==> src/rtl/intr_ctrl_pkg.sv <==
// intr_ctrl shared constants: CP0 register map, FSM encodings,
// interrupt vector base and Status field positions.
package intr_ctrl_pkg;

  localparam logic [4:0] CP0_STATUS = 5'd12;
  localparam logic [4:0] CP0_CAUSE  = 5'd13;
  localparam logic [4:0] CP0_EPC    = 5'd14;

  localparam logic [2:0] ST_IDLE    = 3'd0;
  localparam logic [2:0] ST_WAIT    = 3'd1;
  localparam logic [2:0] ST_ENTER   = 3'd2;
  localparam logic [2:0] ST_HANDLER = 3'd3;
  localparam logic [2:0] ST_RETURN  = 3'd4;

  localparam logic [31:0] VEC_BASE = 32'h0000_0800;

  localparam int IE_BIT = 0;
  localparam int IM_LSB = 8;
  localparam int IM_W   = 4;

  function automatic logic [31:0] vec_addr(
    input logic [1:0] src
  );
    return VEC_BASE + {26'd0, src, 4'd0};
  endfunction

endpackage

==> src/rtl/intr_prio_enc.sv <==
// intr_prio_enc: 4-bit lowest-set-bit priority encoder.
// Bit 0 has the highest priority.
module intr_prio_enc (
  input  logic [3:0] req,
  output logic [1:0] idx,
  output logic       valid
);

  always_comb begin
    idx   = 2'd0;
    valid = |req;
    priority case (1'b1)
      req[0]:  idx = 2'd0;
      req[1]:  idx = 2'd1;
      req[2]:  idx = 2'd2;
      req[3]:  idx = 2'd3;
      default: idx = 2'd0;
    endcase
  end

endmodule

==> src/rtl/intr_ctrl.sv <==
// intr_ctrl: CP0 Status/Cause/EPC plus interrupt entry/return FSM.
// Define INTR_VECTORED_EN for per-source handler vectors.
module intr_ctrl (
  input  logic        clk,
  input  logic        rst,
  input  logic [3:0]  IntReq,
  input  logic        Stall,
  input  logic [31:0] ID_PC,
  input  logic        ID_InDelay,
  input  logic        mtc0,
  input  logic        eret,
  input  logic [4:0]  CP0_Addr,
  input  logic [31:0] CP0_WData,
  output logic [31:0] CP0_RData,
  output logic        IntFlush,
  output logic        PCRedirect,
  output logic [31:0] RedirectPC,
  output logic        InHandler
);
  import intr_ctrl_pkg::*;

  logic [2:0]  state;
  logic [2:0]  state_nxt;
  logic        ie;
  logic [3:0]  im;
  logic [31:0] epc;
  logic [31:0] redirect_q;
  logic        in_handler;

  logic [3:0]  masked;
  logic [1:0]  src_idx;
  logic        src_vld;
  logic        pending;
  logic        go;
  logic        is_enter;
  logic        is_return;
  logic [31:0] enter_pc;

  assign masked = IntReq & im;

  intr_prio_enc u_enc (
    .req   (masked),
    .idx   (src_idx),
    .valid (src_vld)
  );

  assign pending   = ie & ~in_handler & src_vld;
  assign go        = ~Stall & ~ID_InDelay & ~mtc0;
  assign is_enter  = (state == ST_ENTER);
  assign is_return = (state == ST_RETURN);

`ifdef INTR_VECTORED_EN
  logic [1:0] src_q;
  logic       unused_src_q;

  assign enter_pc     = vec_addr(src_idx);
  assign unused_src_q = ^src_q;

  always_ff @(posedge clk) begin
    if (rst) begin
      src_q <= 2'd0;
    end else if (is_enter) begin
      src_q <= src_idx;
    end
  end
`else
  logic unused_src;

  assign enter_pc   = VEC_BASE;
  assign unused_src = ^src_idx;
`endif

  always_comb begin
    state_nxt = state;
    unique case (state)
      ST_IDLE: begin
        if (pending) begin
          state_nxt = ST_WAIT;
        end else if (eret && !Stall) begin
          state_nxt = ST_RETURN;
        end
      end
      ST_WAIT: begin
        if (!pending) begin
          state_nxt = ST_IDLE;
        end else if (go) begin
          state_nxt = ST_ENTER;
        end
      end
      ST_ENTER: state_nxt = ST_HANDLER;
      ST_HANDLER: begin
        if (eret && !Stall) begin
          state_nxt = ST_RETURN;
        end
      end
      ST_RETURN: state_nxt = ST_IDLE;
      default:   state_nxt = ST_IDLE;
    endcase
  end

  // ENTER/RETURN own IE and EPC, so mtc0 is dropped in those cycles
  always_ff @(posedge clk) begin
    if (rst) begin
      state      <= ST_IDLE;
      ie         <= 1'b0;
      im         <= 4'd0;
      epc        <= 32'd0;
      redirect_q <= 32'd0;
      in_handler <= 1'b0;
    end else begin
      state <= state_nxt;
      if (is_enter) begin
        epc        <= ID_PC;
        ie         <= 1'b0;
        in_handler <= 1'b1;
        redirect_q <= enter_pc;
      end else if (is_return) begin
        ie         <= 1'b1;
        in_handler <= 1'b0;
        redirect_q <= epc;
      end else if (mtc0) begin
        if (CP0_Addr == CP0_STATUS) begin
          ie <= CP0_WData[IE_BIT];
          im <= CP0_WData[IM_LSB +: IM_W];
        end else if (CP0_Addr == CP0_EPC) begin
          epc <= CP0_WData;
        end
      end
    end
  end

  always_comb begin
    CP0_RData = 32'd0;
    case (CP0_Addr)
      CP0_STATUS: begin
        CP0_RData[IE_BIT]             = ie;
        CP0_RData[IM_LSB +: IM_W]     = im;
      end
      CP0_CAUSE: CP0_RData[IM_LSB +: IM_W] = IntReq;
      CP0_EPC:   CP0_RData = epc;
      default:   CP0_RData = 32'd0;
    endcase
  end

  always_comb begin
    IntFlush   = is_enter | is_return;
    PCRedirect = is_enter | is_return;
    RedirectPC = redirect_q;
    if (is_enter) begin
      RedirectPC = enter_pc;
    end else if (is_return) begin
      RedirectPC = epc;
    end
    InHandler = in_handler;
  end

endmodule

==> config.mk <==
export PLATFORM = sky130hd
export DESIGN_NAME = intr_ctrl
export DESIGN_NICKNAME = d
export VERILOG_FILES = /design/src/rtl/intr_ctrl_pkg.sv /design/src/rtl/intr_prio_enc.sv /design/src/rtl/intr_ctrl.sv
export SDC_FILE = /design/constraint.sdc
export NUM_CORES = 1
export LEC_CHECK = 0
export CORE_ASPECT_RATIO = 0.7
export CORE_MARGIN = 5
export CORE_UTILIZATION = 40
export CTS_CLUSTER_DIAMETER = 80
export DETAILED_ROUTE_END_ITERATION = 8
export PLACE_DENSITY = 0.74
export SLEW_MARGIN = 30
export SYNTH_ARGS = -nofsm -noshare
export SYNTH_HDL_FRONTEND = slang
export SYNTH_SLANG_ARGS = --single-unit
==> constraint.sdc <==
create_clock -name clk -period 2.6 [get_ports clk]
set_clock_uncertainty 0.15 [all_clocks]
set_input_delay 0.52 -clock clk [delete_from_list [all_inputs] [get_ports clk]]
set_output_delay 0.52 -clock clk [all_outputs]
set_load 0.01 [all_outputs]
Word-level counts from Yosys, hierarchy flattened
Index checks and enable logic that the tools add are counted.
{"block": "classes", "n_eq_ne": 10, "n_reduce_logical": 13, "n_bitwise": 12, "mux": 21}
{"cell": "32-bit 2-to-1 mux", "count": 7}
{"cell": "20-bit 2-to-1 mux", "count": 1}
{"cell": "5-bit by 4-bit == test with 1-bit output, second input constant", "count": 3}
{"cell": "3-bit 2-to-1 mux", "count": 4}
{"cell": "3-bit case mux with 4 select lines", "count": 1}
{"cell": "4-bit case mux with 3 select lines", "count": 1}
{"cell": "2-bit nonzero test", "count": 5}
{"cell": "4-bit AND reduction", "count": 2}
{"cell": "7-bit 2-to-1 mux", "count": 1}
{"cell": "3-bit by 2-bit == test with 1-bit output, second input constant", "count": 2}
{"cell": "1-bit NOT", "count": 6}
{"cell": "1-bit 2-to-1 mux", "count": 5}
{"cell": "1-bit AND", "count": 4}
{"cell": "4-bit AND", "count": 1}
{"cell": "2-bit != test, second input constant", "count": 2}
{"cell": "4-bit OR reduction", "count": 1}
{"cell": "3-bit by 1-bit == test with 1-bit output, second input constant", "count": 1}
{"cell": "3-bit == test, second input constant", "count": 1}
{"cell": "3-bit zero test", "count": 1}
{"cell": "3-bit != test, second input constant", "count": 1}
{"cell": "1-bit case mux with 2 select lines", "count": 1}
{"cell": "2-bit AND reduction", "count": 1}
{"cell": "2-bit OR reduction", "count": 1}
{"cell": "1-bit logical AND", "count": 1}
{"cell": "2 further kinds", "count": 2}
{"block": "word_totals", "reg_bits": 73, "output_inout_bits": 67}

Logic depth before layout (Yosys ltp)
Gate-level depths: netlist (run 1).
{"block": "logic_depth", "word_depth": 6, "depth_mapped": 8, "mapped_depth_nobuf": 4}

Cells and area by module
A second synthesis (run 1) with hierarchy kept.
{"block": "unflattened", "cells_unflattened": 410, "hier_area_um2": 3574.7}
{"module": "intr_ctrl", "seq_area_each_um2": 1461.4, "instances": 1, "cells_per_inst": 403, "area_per_inst_um2": 3539.6}
{"module": "intr_prio_enc", "seq_area_each_um2": 0.0, "instances": 1, "cells_per_inst": 7, "area_per_inst_um2": 35.0}

Worst setup path before layout (run 1)
OpenSTA, ideal clock, no wires.
{"block": "synth_path", "path_type": "input to output", "start": "in CP0_Addr[0]", "end": "out CP0_RData[18]", "cell_stages": 5, "t_arrival_ns": 1.644, "setup_slack_ns": 0.286, "path_cell_list": "buf_2 and4bb_2 clkbuf_1 clkbuf_1 and3_1"}
{"block": "synth_via", "elab_chain_cells": 2}
{"item": "from (decl)", "line_no": "intr_ctrl.sv:12", "source": "input logic [4:0] CP0_Addr,"}
{"item": "5-bit by 4-bit == test with 1-bit output", "line_no": "intr_ctrl.sv:134", "source": "case (CP0_Addr)"}
{"item": "20-bit 2-to-1 mux", "line_no": "intr_ctrl.sv:134"}
{"item": "to (decl)", "line_no": "intr_ctrl.sv:14", "source": "output logic [31:0] CP0_RData,"}
Every way passes these cells.

Worst setup path after layout (run 1)
{"block": "layout_path", "start": "in CP0_Addr[0]", "end": "out CP0_RData[29]"}
Same word-level chain as after synthesis.

==> results of run 1 <==
==> cell usage after synthesis <==
cell        n  share of area [%]
a211oi_1    2               0.37
a211oi_2   32                9.9
a21o_1      1               0.19
a21oi_1     4               0.50
a22o_1     31                6.7
a22oi_1     3               0.56
a41o_1      1               0.25
and2_1      1               0.16
and3_1     27                4.2
and4bb_2    1               0.31
buf_1       5               0.47
buf_2       7               0.87
buf_4       4               0.75
buf_6       5                1.4
clkbuf_1   23                2.1
dfxtp_1    73                 36
inv_1      54                5.0
mux2i_1    42                 10
nand2_1     6               0.56
nand2b_1    2               0.31
nand3_1     1               0.12
nand3b_1   13                2.4
nand4_1     1               0.16
nor2_1     39                3.6
nor2b_1    33                5.1
nor3_1      2               0.25
nor3b_1     2               0.37
nor4_1      1               0.16
o2111ai_1   2               0.43
o21ai_0    16                2.0
o22ai_1    20                3.1
or3_1       1               0.16
or3b_1      1               0.22
or4b_2      1               0.25
xnor2_1     1               0.22
==> where the power goes <==
part	switching [mW]	internal (mW)	leakage [nW]
Clock	0.483	0.962	0.166
Sequential	0.00921	1.13	0.590
Combinational	0.110	0.159	2.02
==> state kept, by name, summed over array words and instances, names as in the netlist <==
| register | cells |
|---|---|
| epc | 32 |
| state | 3 |
| ie | 1 |
| redirect_q | 32 |
| InHandler | 1 |
| im | 4 |
==> worst min-delay path, cell delays in order, from the launching register on <==
cell     delay (ns)
dfxtp_1        0.34
a21oi_1        0.07
nor2_1         0.08
==> what timing repair did <==
action,in CTS,in global routing
setup endpoints to repair,56,52
pin swaps,1,1
cloned,1,1
buffers inserted,1,1
resized for setup,75,65
==> cell families after synthesis <==
group / count (synthesis) / share of synthesized area [%]
simple gates: 132 / 18.38
compound gates: 112 / 24.06
buf+inv: 98 / 10.65
flops: 73 / 36.26
mux: 42 / 10.43
xor+xnor: 1 / 0.2174
==> layer usage <==
metal	wire length (µm)	vias to the layer above	GRT usage, %
met2	5856	117	32.29
met4	282	0	6.747
met1	5782	1827	28.25
met5	0	-	0
met3	862	19	6.761
li1	-	1883	-
==> layout make-up <==
cell class | count | area [µm²]
Fill cell | 836 | 3636
Clock buffer | 11 | 242.7
Sequential cell | 73 | 1466
Timing Repair Buffer | 174 | 1789
Tap cell | 128 | 160.2
Multi-Input combinational cell | 287 | 2160
Clock inverter | 5 | 102.6
Inverter | 54 | 202.7
==> per-stage QoR <==
stage / power, mW / setup WS (ns) / instances
6_report: 2.851 / 0.04398 / 732
3_5_place_dp: 1.423 / -0.3627 / 712
3_3_place_gp: 1.418 / -0.2923 / 712
2_1_floorplan: 1.257 / 0.2859 / 458
5_1_grt: 2.930 / -0.01998 / 732
4_1_cts: 2.870 / -0.007366 / 730
==> final timing paths <==
kind                            slack (ns)       endpoint  cells after the start
worst max-delay path                  0.04  CP0_RData[29]                      5
worst min-delay path                  0.37      InHandler                      2
worst max register to register        0.56         epc[3]                      6
worst min register to register        0.37      InHandler                      2
==> qor.yml, run 1 <==
die_area_um2: 12210
critPathTopFamily: "buffers and inverters"
hold_violations: 0
dpl.hpwl_mm: 9.422
ys_warn_count: 0
grt_antenna_before_repair: 0
ys_ff_latch: 73
period_minus_slack_ns: 2.556
cts_buffer_depth: 2
hp-start: "InHandler"
setup_viol: 0
cp_num_buf_inv: 3
finalNetCount: 678
cts_buffers: 9
worstPathArrival_ns: 1.89
die_h_um: 93.98
syn-num-nets: 537
ant_nets: 0
drc_errors: 0
finalCritPeriodShare_pct: 98.31
crit_type: "in2out"
fp.dieW_um: 130.0
fin_tns_setup_ns: 0
rows: 30
yosysSeqAreaShare_pct: 36.26
grt_max_degree: 51
rsz0062_at_grt: "true"
viasPerCell: 5.254
ctsHoldBuffers: 0
crit_path_max_incr_delay_ns: 0.41
overflow: 0
syn_inst: 458
final_cell_mix: "clkdlybuf4s50_1, dfxtp_1, inv_1, mux2i_1, nor2_1"
worstPathRequired_ns: 1.93
r2r-start: "state[2]"
n_antenna_cell: 0
startpoint: "CP0_Addr[0]"
p_per_area_nw_per_um2: 465.5
drive_gt1_share_pct: 16.72
synthToLayoutAreaGrowth_pct: 51.94
gp_congestion: 0.8359
fin_hold_ws_ns: 0.3748
coreArea_um2: 9759
peakVddDrop_mv: 0.3011
place_area_um2: 5655
slew-limit-headroom_pct: 58.19
avgSynthCellArea_um2: 8.799
fmax_ghz: 0.3912
clock_latency_ns: 0.34
cts_sinks: 73
ios: 146
fin_area_um2: 6123
portBuffers: 145
avgRoutedWirePerCell_um: 17.46
num_vias: 3846
cp_cell_sequence: "clkdlybuf4s50_1, and4bb_4, buf_12, and3_1, dlygate4sd2_1"
path_clk_slew_ns: 0.06
cellLeakagePower_nw: 2.775
end_kind: "output port"
hp-class: "reg2reg"
max-cap-violations: 0
syn-cell-area_um2: 4030
critPathSlowestCell: "clkdlybuf4s50_1"
final_common_cell: "clkdlybuf4s50_1"
synthDistinctLibCells: 35
cts_tree: "yes"
grt_pass1_wl_mm: 20.27
drt_pass1_iterations: 4
critPathMaxFanout: 13
ctsHtreeMaxLevel: 3
final_util_pct: 62.74
drv_slew: 0
grt_pass1_vias: 3932
routed_wl_mm: 12.78
status: "completed"
groute.usage.overall_pct: 21.12
start_util_pct: 41.29
critPathLaunchType: "input pin"
worst_slew_pin_slew_ns: 0.6266
cts-root-buf: "clkbuf_16"
drt_iter0_markers: 262
Note: power is estimated with default switching activity, not from simulation.
==> run 2, diff against run 1 <==
Clock period 2.6 ns to 2.4 ns, I/O delays scaled along.
==> qor.yml, run 2 (synthesis results as in run 1) <==
die_h_um: 93.98  # unchanged
cp_cell_sequence: "dlygate4sd2_1, and4bb_4, buf_12, buf_4, and3_1, clkdlybuf4s15_1"
peakVddDrop_mv: 0.3136  # +4.2%
grt_pass1_wl_mm: 19.84  # -2.1%
rsz0062_at_grt: "false"
gp_congestion: 0.8469  # +1.3%
finalNonFillerCells: 737  # +0.68%
path_clk_slew_ns: 0.06  # about the same
fp.dieW_um: 130.0  # unchanged
end_kind: "output port"
dpl.hpwl_mm: 9.425  # about the same
groute.usage.overall_pct: 20.54  # -0.58 points
met1_usage_pct: 27.98  # -0.27 points
drt_iter0_markers: 182  # -31%
cts_buffers: 9  # unchanged
final_common_cell: "clkdlybuf4s50_1"
worst_slew_pin_slew_ns: 0.6324  # +0.005870 ns
cellLeakagePower_nw: 2.407  # -13%
cts_tree: "yes"
worstPathRequired_ns: 1.77  # -0.16 ns
start_util_pct: 41.29  # unchanged
synthToLayoutAreaGrowth_pct: 50.11
top_regs: "epc x32, redirect_q x32, im x4"
period_minus_slack_ns: 2.372
ios: 146  # unchanged
critPathMaxFanout: 6  # -7
slew-limit-headroom_pct: 57.79  # -0.39 points
routed_wl_mm: 12.80  # +0.13%
rows: 30  # unchanged
ctsHtreeMaxLevel: 3  # unchanged
cts_buffer_depth: 2  # unchanged
grt_pass1_vias: 3819  # -2.9%
crit_type: "in2out"
grt_max_degree: 54  # +5.9%
final_cell_mix: "clkdlybuf4s50_1, dfxtp_1, inv_1, mux2i_1, nor2_1"
fmax_ghz: 0.4216
power_mw: 2.867  # +0.59%
ctsHoldBuffers: 0  # unchanged
num_vias: 3839  # -0.18%
grt_antenna_before_repair: 1  # +1
viasPerCell: 5.209  # -0.86%
worstPathArrival_ns: 1.74  # -0.15 ns
drive_gt1_share_pct: 18.09  # +1.4 points
crit_path_max_incr_delay_ns: 0.37  # -0.04 ns
setup_viol: 0  # unchanged
finalCritPeriodShare_pct: 98.82
critPathSlowestCell: "and4bb_4"
met2_usage_pct: 32.68  # +0.39 points
drt_pass1_iterations: 5  # +1
finalNetCount: 683  # +0.74%
ant_nets: 0  # unchanged
dp_cells: 713  # +0.14%
cts_sinks: 73  # unchanged
avgRoutedWirePerCell_um: 17.37  # -0.55%
clock_latency_ns: 0.33  # about the same
drv_slew: 0  # unchanged
status: "completed"
critPathLaunchType: "input pin"
hold_violations: 0  # unchanged
portBuffers: 145  # unchanged
drc_errors: 0  # unchanged
coreArea_um2: 9759  # unchanged
p_per_area_nw_per_um2: 474.0  # +1.8%
overflow: 0  # unchanged
hp-class: "reg2reg"
use_met3_pct: 5.227  # -1.5 points
die_area_um2: 12210  # unchanged
busiest_layer: "met2"
cts-root-buf: "clkbuf_16"
max-cap-violations: 0  # unchanged
[run 2: where the power goes]
group / internal [mW] / switching (mW)
Sequential: 1.22 / 0.0107
Clock: 0.825 / 0.512
Combinational: 0.176 / 0.122
Total: 2.22 / 0.645
[run 2: repair_timing]
action	in CTS	in global routing
endpoints found under the setup margin	64	26
pin swaps	2	0
gates cloned	1	0
setup buffers	7	0
gates resized for setup	118	34
[run 2: critical path, delay by kind of cell]
family | cells | cell delay, ns
buffers and inverters | 4 | 0.73
and+or+nand+nor | 2 | 0.53
[run 2: per-stage QoR]
| step | util, % | setup slack (ns) | TNS, ns | hold WS [ns] | cell area [µm²] |
|---|---|---|---|---|---|
| 6_report | 61.99 | 0.02829 | 0 | 0.3678 | 6050 |
| 3_3_place_gp | 58.15 | -0.4170 | -14.01 | 0.3510 | 5675 |
| 5_1_grt | 61.99 | 0.002577 | 0 | 0.3910 | 6050 |
| 3_5_place_dp | 58.15 | -0.4819 | -16.37 | 0.3717 | 5675 |
| 4_1_cts | 61.92 | 0.007784 | 0 | 0.3490 | 6043 |
| 2_1_floorplan | - | 0.1659 | 0 | 0.3360 | 4030 |
[run 2: worst paths after layout]
| path | from | depth (start not counted) | slack [ns] | endpoint |
|---|---|---|---|---|
| setup / recovery | CP0_Addr[4] | 6 | 0.03 | CP0_RData[4] |
| hold reg to reg | state[2] | 1 | 0.37 | state[0] |
| setup reg to reg | state[2] | 6 | 0.40 | epc[31] |
| hold / removal | state[2] | 1 | 0.37 | state[0] |
[run 2: layer usage]
metal	up-vias	share of wire [%]
met5	-	0
met4	0	1.5
met3	14	5.5
met2	110	47
met1	1819	46
li1	1896	-
[run 2: area by class of cell]
class	count	area (µm²)
fill	866	3710
timing repair buffer	179	1743
clock inverter	5	56.30
antenna	1	2.502
clock buffer	10	239.0
tap	128	160.2
sequential	73	1465
multi-input combinational	287	2181
inverter	54	202.7
==> edit (config.mk and constraints of run 1) <==
The package constant `IM_LSB` goes from 8 to 4.
--- a/src/rtl/intr_ctrl_pkg.sv
+++ b/src/rtl/intr_ctrl_pkg.sv
@@ -15,7 +15,7 @@
   localparam logic [31:0] VEC_BASE = 32'h0000_0800;
 
   localparam int IE_BIT = 0;
-  localparam int IM_LSB = 8;
+  localparam int IM_LSB = 4;
   localparam int IM_W   = 4;
 
   function automatic logic [31:0] vec_addr(
Behaviour: not the same (Yosys sat finds a counterexample within 4 cycles, from zero or initial values and one cycle with rst high).
==> edit against run 1 <==
  * Synthesized cell count increased by 8.7%
  * Routed wire length increased by 13%
  * Cell area increased by 2.9%
  * Total power decreased by 0.78%
  * Area after synthesis increased by 3.7%
  * Worst setup slack improved by 0.013 ns
  * Sequential cell count unchanged
  * Maximum frequency increased by 0.50%
  * Via count increased by 8.4%
  * Critical path type unchanged
==> edit: results (changes against run 1) <==
[metrics] run status: finished, final reports clean
[metrics] HPWL after DPL: 10210 µm (+8.4%)
[metrics] met3 wire length: 1207 µm (+40%)
[metrics] static power due to leakage: 0.002784 µW (+0.32%)
[metrics] share of final-layout standard cells stronger than drive strength 1: 19.16% (+2.4 points)
[metrics] number of nets in the layout: 716 (+5.6%)
[metrics] instance area after placement: 5783 µm² (+2.3%)
[metrics] Worst Hold Slack: 0.3441 ns (-0.03067 ns)
[metrics] first-pass GRT wire length: 22630 µm (+12%)
[metrics] Critical Path Sink: CP0_RData[0]
[metrics] WL per Instance: 18.71 µm (+7.1%)
[metrics] RD Place Congestion: 0.8714 (+4.2%)
[metrics] pin count of the biggest net entering global routing: 73 (+43%)
[metrics] post-synthesis mux area share: 2.396% (-8.0 points)
[metrics] share of the synthesized area in compound gates (AO/OA/AOI/OAI): 28.21% (+4.2 points)
[metrics] GRT met2 Usage: 34.20% (+1.9 points)
[metrics] internal power contribution: 2242 µW (-0.32%)
[metrics] largest cells by area after synthesis: sky130_fd_sc_hd__dfxtp_1 (35%), sky130_fd_sc_hd__a211oi_2 (8.1%), sky130_fd_sc_hd__a22o_1 (6.5%)
[metrics] worst endpoint data arrival time: 1.87 ns (-0.02 ns)
[metrics] reg2reg end: epc[7]$_SDFFE_PP0P_
[metrics] worst slack, placed: -0.2881 ns (+0.07464 ns)
[metrics] met1 layer wirelength in the final routing: 6739 µm (+17%)
[metrics] maximum vdd ir drop: 0.0003535 V (+17%)
[metrics] routed wire length on met2: 6297 µm (+7.5%)
[metrics] peak clock frequency supported by timing: 393.2 MHz (+0.50%)
[metrics] number of library cell types mapped by synthesis: 40 (+14%)
[metrics] commonest cells in the synthesized netlist: sky130_fd_sc_hd__dfxtp_1 (73), sky130_fd_sc_hd__nand2_1 (39), sky130_fd_sc_hd__nor2_1 (39)
[metrics] worst relative slew slack: 60.49% (+2.3 points)
[metrics] number of DRC violations after detailed-routing iteration 0: 304 (+16%)
[metrics] sequential fraction of the synthesis area: 34.98% (-1.3 points)
==> edit: cell count changes in the layout (fill, tap and decap cells not counted), moves of 19 or more <==
cell and change:
sky130_fd_sc_hd__mux2i_1 -33, sky130_fd_sc_hd__nand2_1 +33, sky130_fd_sc_hd__inv_1 -19, sky130_fd_sc_hd__a21oi_2 +27
sky130_fd_sc_hd__o22ai_1 -20, sky130_fd_sc_hd__nand3b_1 +19, sky130_fd_sc_hd__dlygate4sd2_1 +38, sky130_fd_sc_hd__o21ai_0 +20
==> edit: cell families (layout without fill, tap and decap cells) <==
family / after synthesis / in the layout
flops: 73 / 73
simple gates: 190 / 190
xor+xnor: 1 / 1
mux: 10 / 10
buf+inv: 84 / 228
compound gates: 140 / 140
==> edit: what timing repair did <==
| action | CTS | global route |
|---|---|---|
| gates resized for setup | 70 | 23 |
| pin swaps | 2 | 3 |
| cloned | 2 | 0 |
| buffers inserted | 5 | 1 |
| hold buffers | 0 | 0 |
| setup endpoints to repair | 66 | 28 |
==> edit: area by class of cell <==
class | count | area [µm²]
Fill cell | 897 | 3979
Multi-Input combinational cell | 341 | 2369
Timing Repair Buffer | 177 | 1821
Sequential cell | 73 | 1466
Clock buffer | 11 | 242.7
Tap cell | 132 | 165.2
Inverter | 35 | 133.9
Clock inverter | 5 | 102.6
==> edit: power groups by stage <==
stage          Combinational, µW  Sequential, µW  Clock, µW
2_1_floorplan               75.4            1150          0
3_3_place_gp                 233            1160          0
3_5_place_dp                 234            1160          0
4_1_cts                      250            1130       1460
5_1_grt                      270            1130       1500
6_report                     255            1130       1440
==> edit: metrics by stage <==
step,util [%],instances
2_1_floorplan,-,498
3_3_place_gp,56.26,750
3_5_place_dp,56.26,750
4_1_cts,60.69,773
5_1_grt,61.29,774
6_report,61.29,774
